<file path="config.mk">
export PLATFORM = sky130hd
export DESIGN_NAME = ds_operand_unit
export DESIGN_NICKNAME = d
export VERILOG_FILES = /design/src/rtl/ds_operand_unit_pkg.sv /design/src/rtl/ds_operand_unit_fwd_select.sv /design/src/rtl/ds_operand_unit.sv
export SDC_FILE = /design/constraint.sdc
export NUM_CORES = 1
export LEC_CHECK = 0
export CORE_MARGIN = 2
export CORE_UTILIZATION = 40
export CTS_CLUSTER_DIAMETER = 100
export DETAILED_ROUTE_END_ITERATION = 6
export GPL_TIMING_DRIVEN = 1
export PLACE_DENSITY = 0.82
export SYNTH_ARGS = -nofsm -noshare
export SYNTH_HDL_FRONTEND = slang
export SYNTH_SLANG_ARGS = --single-unit
</file>
<file path="constraint.sdc">
create_clock -name clk -period 7.9 [get_ports clk]
set_input_delay 1.58 -clock clk [delete_from_list [all_inputs] [get_ports clk]]
set_output_delay 1.58 -clock clk [all_outputs]
set_load 0.02 [all_outputs]
</file>
<file path="src/rtl/ds_operand_unit_pkg.sv">
// ---------------------------------------------------------------------------
// ds_operand_unit_pkg
//   Shared constants for the decode-side operand stage: default operand and
//   register-address widths, the hardwired-zero register index and the width
//   of one packed instruction-queue entry.
//   Ports: none (package).
// ---------------------------------------------------------------------------
package ds_operand_unit_pkg;

   localparam int unsigned DS_DATA_W = 32;
   localparam int unsigned DS_AW     = 5;
   localparam int unsigned DS_PC_W   = 32;
   localparam int unsigned DS_INST_W = 32;

   localparam logic [DS_AW-1:0] REG_ZERO = '0;

   // Queue entry layout: {pc, inst, raddr1, raddr2, re1, re2}
   localparam int unsigned DS_ENTRY_W = DS_PC_W + DS_INST_W + 2*DS_AW + 2;

   function automatic int unsigned entry_width(input int unsigned aw);
      return DS_PC_W + DS_INST_W + 2*aw + 2;
   endfunction

endpackage

</file>
<file path="src/rtl/ds_operand_unit_fwd_select.sv">
// ---------------------------------------------------------------------------
// ds_operand_unit_fwd_select
//   Resolves one source operand against NUM_FWD prioritised forwarding
//   sources (index 0 youngest), falling back to the register file.
//   Ports:
//     addr_i       source register address
//     re_i         source is used
//     rf_data_i    register file read data for addr_i
//     fwd_valid_i  per-source "writes a register"
//     fwd_blk_i    per-source "result not yet available"
//     fwd_dest_i   packed destinations, source 0 in LSBs
//     fwd_data_i   packed results, source 0 in LSBs
//     value_o      resolved operand (don't-care when hazard_o)
//     hazard_o     youngest matching source is blocked
// ---------------------------------------------------------------------------
module ds_operand_unit_fwd_select
   import ds_operand_unit_pkg::*;
#(
   parameter int unsigned NUM_FWD = 3,
   parameter int unsigned AW      = DS_AW,
   parameter int unsigned DATA_W  = DS_DATA_W
) (
   input  logic [AW-1:0]             addr_i,
   input  logic                      re_i,
   input  logic [DATA_W-1:0]         rf_data_i,
   input  logic [NUM_FWD-1:0]        fwd_valid_i,
   input  logic [NUM_FWD-1:0]        fwd_blk_i,
   input  logic [NUM_FWD*AW-1:0]     fwd_dest_i,
   input  logic [NUM_FWD*DATA_W-1:0] fwd_data_i,
   output logic [DATA_W-1:0]         value_o,
   output logic                      hazard_o
);

   logic hit;

   always_comb begin
      value_o  = rf_data_i;
      hazard_o = 1'b0;
      hit      = 1'b0;
      if (!re_i || addr_i == AW'(REG_ZERO)) begin
         value_o = '0;
      end else begin
         // First match in ascending index order wins, so an older blocked
         // source is shadowed by a younger unblocked one.
         for (int unsigned i = 0; i < NUM_FWD; i++) begin
            if (!hit && fwd_valid_i[i] && fwd_dest_i[i*AW +: AW] == addr_i) begin
               hit = 1'b1;
               if (fwd_blk_i[i]) begin
                  hazard_o = 1'b1;
               end else begin
                  value_o = fwd_data_i[i*DATA_W +: DATA_W];
               end
            end
         end
      end
   end

endmodule

</file>
<file path="src/rtl/ds_operand_unit.sv">
// ---------------------------------------------------------------------------
// ds_operand_unit
//   Decode-side operand stage: in-order instruction queue between fetch and
//   execute, register-file read for the head entry, operand forwarding with
//   load-use stall, flush on redirect and a saturating stall-cycle counter.
//   Ports:
//     clk, reset             clock, synchronous active-high reset
//     flush                  drop all queued and incoming instructions
//     in_*                   fetch-side handshake and instruction fields
//     rf_raddr1/2, rf_rdata1/2  combinational register file read for head
//     fwd_valid/blk/dest/data   forwarding sources, index 0 youngest
//     out_*                  execute-side handshake, head fields, operands
//     occupancy              queue entry count
//     stall_cnt              saturating hazard-stall cycle count
// ---------------------------------------------------------------------------
module ds_operand_unit
   import ds_operand_unit_pkg::*;
#(
   parameter int unsigned DATA_W  = DS_DATA_W,
   parameter int unsigned AW      = DS_AW,
   parameter int unsigned NUM_FWD = 3,
   parameter int unsigned DEPTH   = 4
) (
   input  logic                       clk,
   input  logic                       reset,
   input  logic                       flush,
   input  logic                       in_valid,
   output logic                       in_allowin,
   input  logic [31:0]                in_pc,
   input  logic [31:0]                in_inst,
   input  logic [AW-1:0]              in_raddr1,
   input  logic [AW-1:0]              in_raddr2,
   input  logic                       in_re1,
   input  logic                       in_re2,
   output logic [AW-1:0]              rf_raddr1,
   output logic [AW-1:0]              rf_raddr2,
   input  logic [DATA_W-1:0]          rf_rdata1,
   input  logic [DATA_W-1:0]          rf_rdata2,
   input  logic [NUM_FWD-1:0]         fwd_valid,
   input  logic [NUM_FWD-1:0]         fwd_blk,
   input  logic [NUM_FWD*AW-1:0]      fwd_dest,
   input  logic [NUM_FWD*DATA_W-1:0]  fwd_data,
   output logic                       out_valid,
   input  logic                       out_allowin,
   output logic [31:0]                out_pc,
   output logic [31:0]                out_inst,
   output logic [DATA_W-1:0]          out_rj_value,
   output logic [DATA_W-1:0]          out_rkd_value,
   output logic [$clog2(DEPTH):0]     occupancy,
   output logic [31:0]                stall_cnt
);

   localparam int unsigned PW = $clog2(DEPTH);
   localparam int unsigned EW = entry_width(AW);

   logic [EW-1:0] mem_q [DEPTH];
   logic [PW-1:0] rptr_q, rptr_d;
   logic [PW-1:0] wptr_q, wptr_d;
   logic [PW:0]   occ_q, occ_d;
   logic [31:0]   stall_q, stall_d;

   logic [EW-1:0] entry_in, head_entry;
   logic [31:0]   head_pc, head_inst;
   logic [AW-1:0] head_ra1, head_ra2;
   logic          head_re1, head_re2;
   logic          haz1, haz2;
   logic          not_empty, push, pop;

   assign entry_in   = {in_pc, in_inst, in_raddr1, in_raddr2, in_re1, in_re2};
   assign head_entry = mem_q[rptr_q];
   assign {head_pc, head_inst, head_ra1, head_ra2, head_re1, head_re2} = head_entry;

   ds_operand_unit_fwd_select #(
      .NUM_FWD (NUM_FWD),
      .AW      (AW),
      .DATA_W  (DATA_W)
   ) u_fwd_rj (
      .addr_i      (head_ra1),
      .re_i        (head_re1),
      .rf_data_i   (rf_rdata1),
      .fwd_valid_i (fwd_valid),
      .fwd_blk_i   (fwd_blk),
      .fwd_dest_i  (fwd_dest),
      .fwd_data_i  (fwd_data),
      .value_o     (out_rj_value),
      .hazard_o    (haz1)
   );

   ds_operand_unit_fwd_select #(
      .NUM_FWD (NUM_FWD),
      .AW      (AW),
      .DATA_W  (DATA_W)
   ) u_fwd_rkd (
      .addr_i      (head_ra2),
      .re_i        (head_re2),
      .rf_data_i   (rf_rdata2),
      .fwd_valid_i (fwd_valid),
      .fwd_blk_i   (fwd_blk),
      .fwd_dest_i  (fwd_dest),
      .fwd_data_i  (fwd_data),
      .value_o     (out_rkd_value),
      .hazard_o    (haz2)
   );

   // in_allowin depends only on registered occupancy, so a pop while full
   // cannot admit a push in the same cycle.
   assign not_empty  = (occ_q != '0);
   assign in_allowin = (occ_q != (PW+1)'(DEPTH));
   assign out_valid  = not_empty && !haz1 && !haz2 && !flush;
   assign push       = in_valid && in_allowin && !flush;
   assign pop        = out_valid && out_allowin;

   assign rf_raddr1  = head_ra1;
   assign rf_raddr2  = head_ra2;
   assign out_pc     = head_pc;
   assign out_inst   = head_inst;
   assign occupancy  = occ_q;
   assign stall_cnt  = stall_q;

   always_comb begin
      rptr_d  = rptr_q + PW'(pop);
      wptr_d  = wptr_q + PW'(push);
      occ_d   = occ_q;
      stall_d = stall_q;
      case ({push, pop})
         2'b10:   occ_d = occ_q + 1'b1;
         2'b01:   occ_d = occ_q - 1'b1;
         default: occ_d = occ_q;
      endcase
      // Flush empties the queue by snapping the read pointer onto the write
      // pointer; push/pop are already suppressed in that cycle.
      if (flush) begin
         rptr_d = wptr_q;
         wptr_d = wptr_q;
         occ_d  = '0;
      end
      if (not_empty && (haz1 || haz2) && !flush && stall_q != '1) begin
         stall_d = stall_q + 32'd1;
      end
   end

   always_ff @(posedge clk) begin
      if (reset) begin
         rptr_q  <= '0;
         wptr_q  <= '0;
         occ_q   <= '0;
         stall_q <= '0;
      end else begin
         rptr_q  <= rptr_d;
         wptr_q  <= wptr_d;
         occ_q   <= occ_d;
         stall_q <= stall_d;
      end
   end

   always_ff @(posedge clk) begin
      if (push) begin
         mem_q[wptr_q] <= entry_in;
      end
   end

endmodule

</file>
==> flow_summary.rst <==
.. list-table::
   :header-rows: 1

   * - Metric
     - Value
   * - Outcome
     - finished, final reports clean
   * - Post-layout instance count excluding filler cells
     - around 2100
   * - Total Routed Length
     - 51900 um
   * - Fraction of the yosys area taken by sequential cells
     - a little over three fifths
   * - Final global-route overflow total
     - 0
   * - Critical path data required time
     - 6320 ps
   * - Cell at the root of the clock tree
     - sky130_fd_sc_hd__clkbuf_16
   * - Drt via density
     - 5.51
   * - # clock sinks
     - 343
   * - Number of nets in the final layout
     - 1793
   * - Number of stages on the worst hold path
     - 2
   * - Met1 routed wirelength after detailed routing
     - 19600 um
   * - FF-to-FF path depth
     - 16
   * - Number of maximum-capacitance constraint violations
     - 0
   * - Worst-path maximum fanout
     - 19
   * - Power density relative to cell area
     - about 190 nW/um2
   * - Post-placement cell count
     - between 2000 and 2500
   * - Worst-case vdd ir drop
     - approximately 0.20 mV
   * - Std-Cell Core Area
     - 38700 um2
   * - Launching element type of the critical path
     - input port
   * - Post-CTS Hold Buffers
     - 0
   * - RSZ-0062 raised after global routing
     - false
   * - Insertion delay of the later-clocked pin in the worst-skew pair
     - 520 ps
   * - Per-instance average area after synthesis
     - 14.2 um2
   * - Detailed route wirelength on metal2
     - 25900 um
   * - Most common flop cell mapped by yosys
     - sky130_fd_sc_hd__edfxtp_1
   * - Tightest slew margin relative to the limit
     - 25.7%
   * - Number of detailed-routing iterations run before antenna repair
     - 5
   * - Achievable clock frequency
     - 0.147 GHz
   * - Die outline width
     - a little over 200 um
   * - Share of synthesized registers carrying an async set or reset
     - 0%
   * - CTS tree
     - built
   * - Cell count after synthesis
     - between 1000 and 1500
   * - Clk slew on worst S/H paths
     - 60 ps
   * - Lkg Pwr
     - 7.11 nW
   * - Post-CTS setup buffer count
     - 0
   * - Yosys synthesis warning count
     - 0
   * - Final hold violation count
     - 0
   * - Critical Path AT
     - 5230 ps
   * - Number of buffers created by CTS
     - 35
   * - Number of synthesized register bits
     - 343
   * - Post-DP HPWL
     - 37400 um
   * - Wire length of the first global-routing pass
     - 75700 um
   * - Critical path endpoint category
     - primary output
   * - Number of max-slew violations in the final report
     - 0
   * - Worst Path Class, Setup
     - in -> out
   * - Vertical die dimension
     - between 200 and 250 um
   * - Count of endpoints failing setup in the final report
     - 0
   * - Length of routed met3 wiring
     - 4480 um
   * - H-tree depth
     - 2
   * - Fraction of final layout cells with drive strength greater than 1
     - 10.8%
   * - Slew at the pin closest to its max-slew limit
     - between 1000 and 1500 ps
   * - IO Port Bufs
     - 436
   * - Area of the mapped netlist
     - 15700 um2
   * - Maximum clock skew at final layout
     - around 18 ps
   * - Drt drc
     - 0
   * - Total negative setup slack
     - 0 ps
   * - Number of resized instances in the post-cts repair step
     - 0
   * - Min-delay worst type
     - reg -> reg
   * - Number of placement rows
     - 72
   * - Initial Util
     - 40.6%
   * - DIE AREA
     - 40900 um2
   * - Via total after detailed routing
     - around 11000
   * - Cell variety after synth
     - 54
   * - Routability Congestion
     - 0.991
   * - Number of enable flip-flop cells after synthesis
     - around 300
   * - Pin count of the biggest net entering global routing
     - 73
   * - Remaining antenna violation count
     - 0
   * - Total GRT Usage
     - about a quarter
   * - Routed wire per std cell
     - between 20 and 30 um
   * - Longest Clk Path Bufs
     - 3
   * - Period utilization
     - 86.1%
   * - 1st-iter DRT viols
     - roughly 810
   * - Ports placed on the boundary
     - 437
   * - Via count of the first global-routing pass
     - 11804
   * - Mapped Nets
     - 1371
   * - Relative area change from synthesis to final layout
     - 38.1%
   * - Overall power
     - 4.06 mW
   * - Highest routed layer
     - met5
   * - Antenna violations before repair
     - 9
   * - Post-layout minimum cycle time
     - 6810 ps
final timing paths:
check / start / end / slack (ps)
worst max-delay path: fwd_dest[0] / out_rkd_value[18] / 1090
worst min-delay path: stall_cnt[5] / stall_cnt[5] / 510
worst min register to register: stall_cnt[5] / stall_cnt[5] / 510
worst max register to register: rptr_q[0] / occupancy[2] / 3120
through the flow:
| stage | setup slack, ps | instance area (um2) | hold slack, ps | utilization [%] |
|---|---|---|---|---|
| finish | 1090 | 21700 | 509 | 56.1 |
| global route | 959 | 21700 | 546 | 56.1 |
| CTS | 1080 | 21700 | 508 | 56.1 |
| detailed placement | 1090 | 20600 | 500 | 53.3 |
| global placement | 1140 | 20600 | 484 | 53.3 |
| floorplan | 122 | 15700 | 508 | - |
where the power goes:
part | leakage [nW] | switching, mW | total [mW] | internal [mW]
Sequential | 3.08 | 0.0104 | 2.01 | 2.00
Clock | 0.525 | 0.675 | 1.53 | 0.859
Combinational | 3.51 | 0.249 | 0.517 | 0.268
critical path, stage by stage:
cell,delay [ps]
sky130_fd_sc_hd__clkdlybuf4s50_1,580
sky130_fd_sc_hd__xnor2_1,150
sky130_fd_sc_hd__nand4_1,210
sky130_fd_sc_hd__nor2_1,340
sky130_fd_sc_hd__or4_1,840
sky130_fd_sc_hd__buf_4,370
sky130_fd_sc_hd__o211ai_1,120
sky130_fd_sc_hd__a21oi_1,340
sky130_fd_sc_hd__clkdlybuf4s50_1,690
placed cells by master, fill, tap and decap left out, drive strengths merged, types with 5 or more instances in the layout:
| cell | count |
|---|---|
| and3 | 10 |
| clkinv | 13 |
| diode | 6 |
| and2 | 5 |
| o31ai | 7 |
| dfxtp | 39 |
| nand4 | 13 |
| mux4 | 76 |
| nand3b | 5 |
| nand2 | 155 |
| o21ai | 22 |
| xnor2 | 30 |
| o211ai | 64 |
| inv | 13 |
| mux2i | 66 |
| clkdlybuf4s50 | 436 |
| mux2 | 5 |
| buf | 21 |
| and4 | 7 |
| clkbuf | 43 |
| a21oi | 98 |
| nor2 | 20 |
| xor2 | 5 |
| nand3 | 17 |
| or3 | 18 |
| edfxtp | 304 |
| nor3 | 11 |
| or4 | 8 |
Yosys cell counts, drive strengths merged, types with 2 or more instances:
cell | number | area, um2
o31ai | 7 | 52.6
inv | 9 | 33.8
nand4 | 13 | 87.6
nor2b | 4 | 25.0
or3 | 18 | 113
xor2 | 5 | 43.8
dfxtp | 39 | 781
nand3 | 17 | 85.1
nor2 | 20 | 75.1
a21oi | 98 | 490
a31oi | 3 | 18.8
mux2 | 5 | 56.3
or2 | 3 | 18.8
and4 | 7 | 61.3
o211ai | 64 | 480
nand2b | 4 | 25.0
and2 | 5 | 31.3
nor4 | 3 | 18.8
nand3b | 5 | 37.5
or4 | 8 | 63.8
xnor2 | 30 | 263
o311a | 2 | 20.0
ha | 4 | 50.1
edfxtp | 304 | 9130
nand4b | 2 | 17.5
o21ai | 22 | 125
nand2 | 155 | 582
and3 | 10 | 62.6
buf | 27 | 161
nor3 | 11 | 55.1
clkbuf | 45 | 170
mux4 | 76 | 1710
mux2i | 66 | 661
a211oi | 4 | 30.0
routing by layer:
layer / up-vias / GRT usage, %
met4: 8 / 9.62
met1: 5652 / 28.8
met2: 492 / 42.9
met3: 88 / 7.71
li1: 5196 / -
met5: - / 0
state kept, by name, summed over array words and instances (netlist names):
name,cells
mem_q,304
occupancy,3
rptr_q,2
stall_cnt,32
wptr_q,2
area by class of cell:
class,count,area [um2]
antenna,6,15.0
clock buffer,43,937
clock inverter,18,141
fill,3150,17000
inverter,9,33.8
multi-input combinational,680,5510
sequential,343,9920
tap,518,648
timing repair buffer,457,4520
logic make-up after synthesis:
family / count (synthesis) / synth area share, %
xor+xnor: 35 / 1.95
fa+ha+maj: 5 / 0.445
compound gates: 206 / 8.09
mux: 147 / 15.4
simple gates: 287 / 8.76
buf+inv: 81 / 2.32
flops: 343 / 63.0
Note: power is estimated with default switching activity, not from simulation.
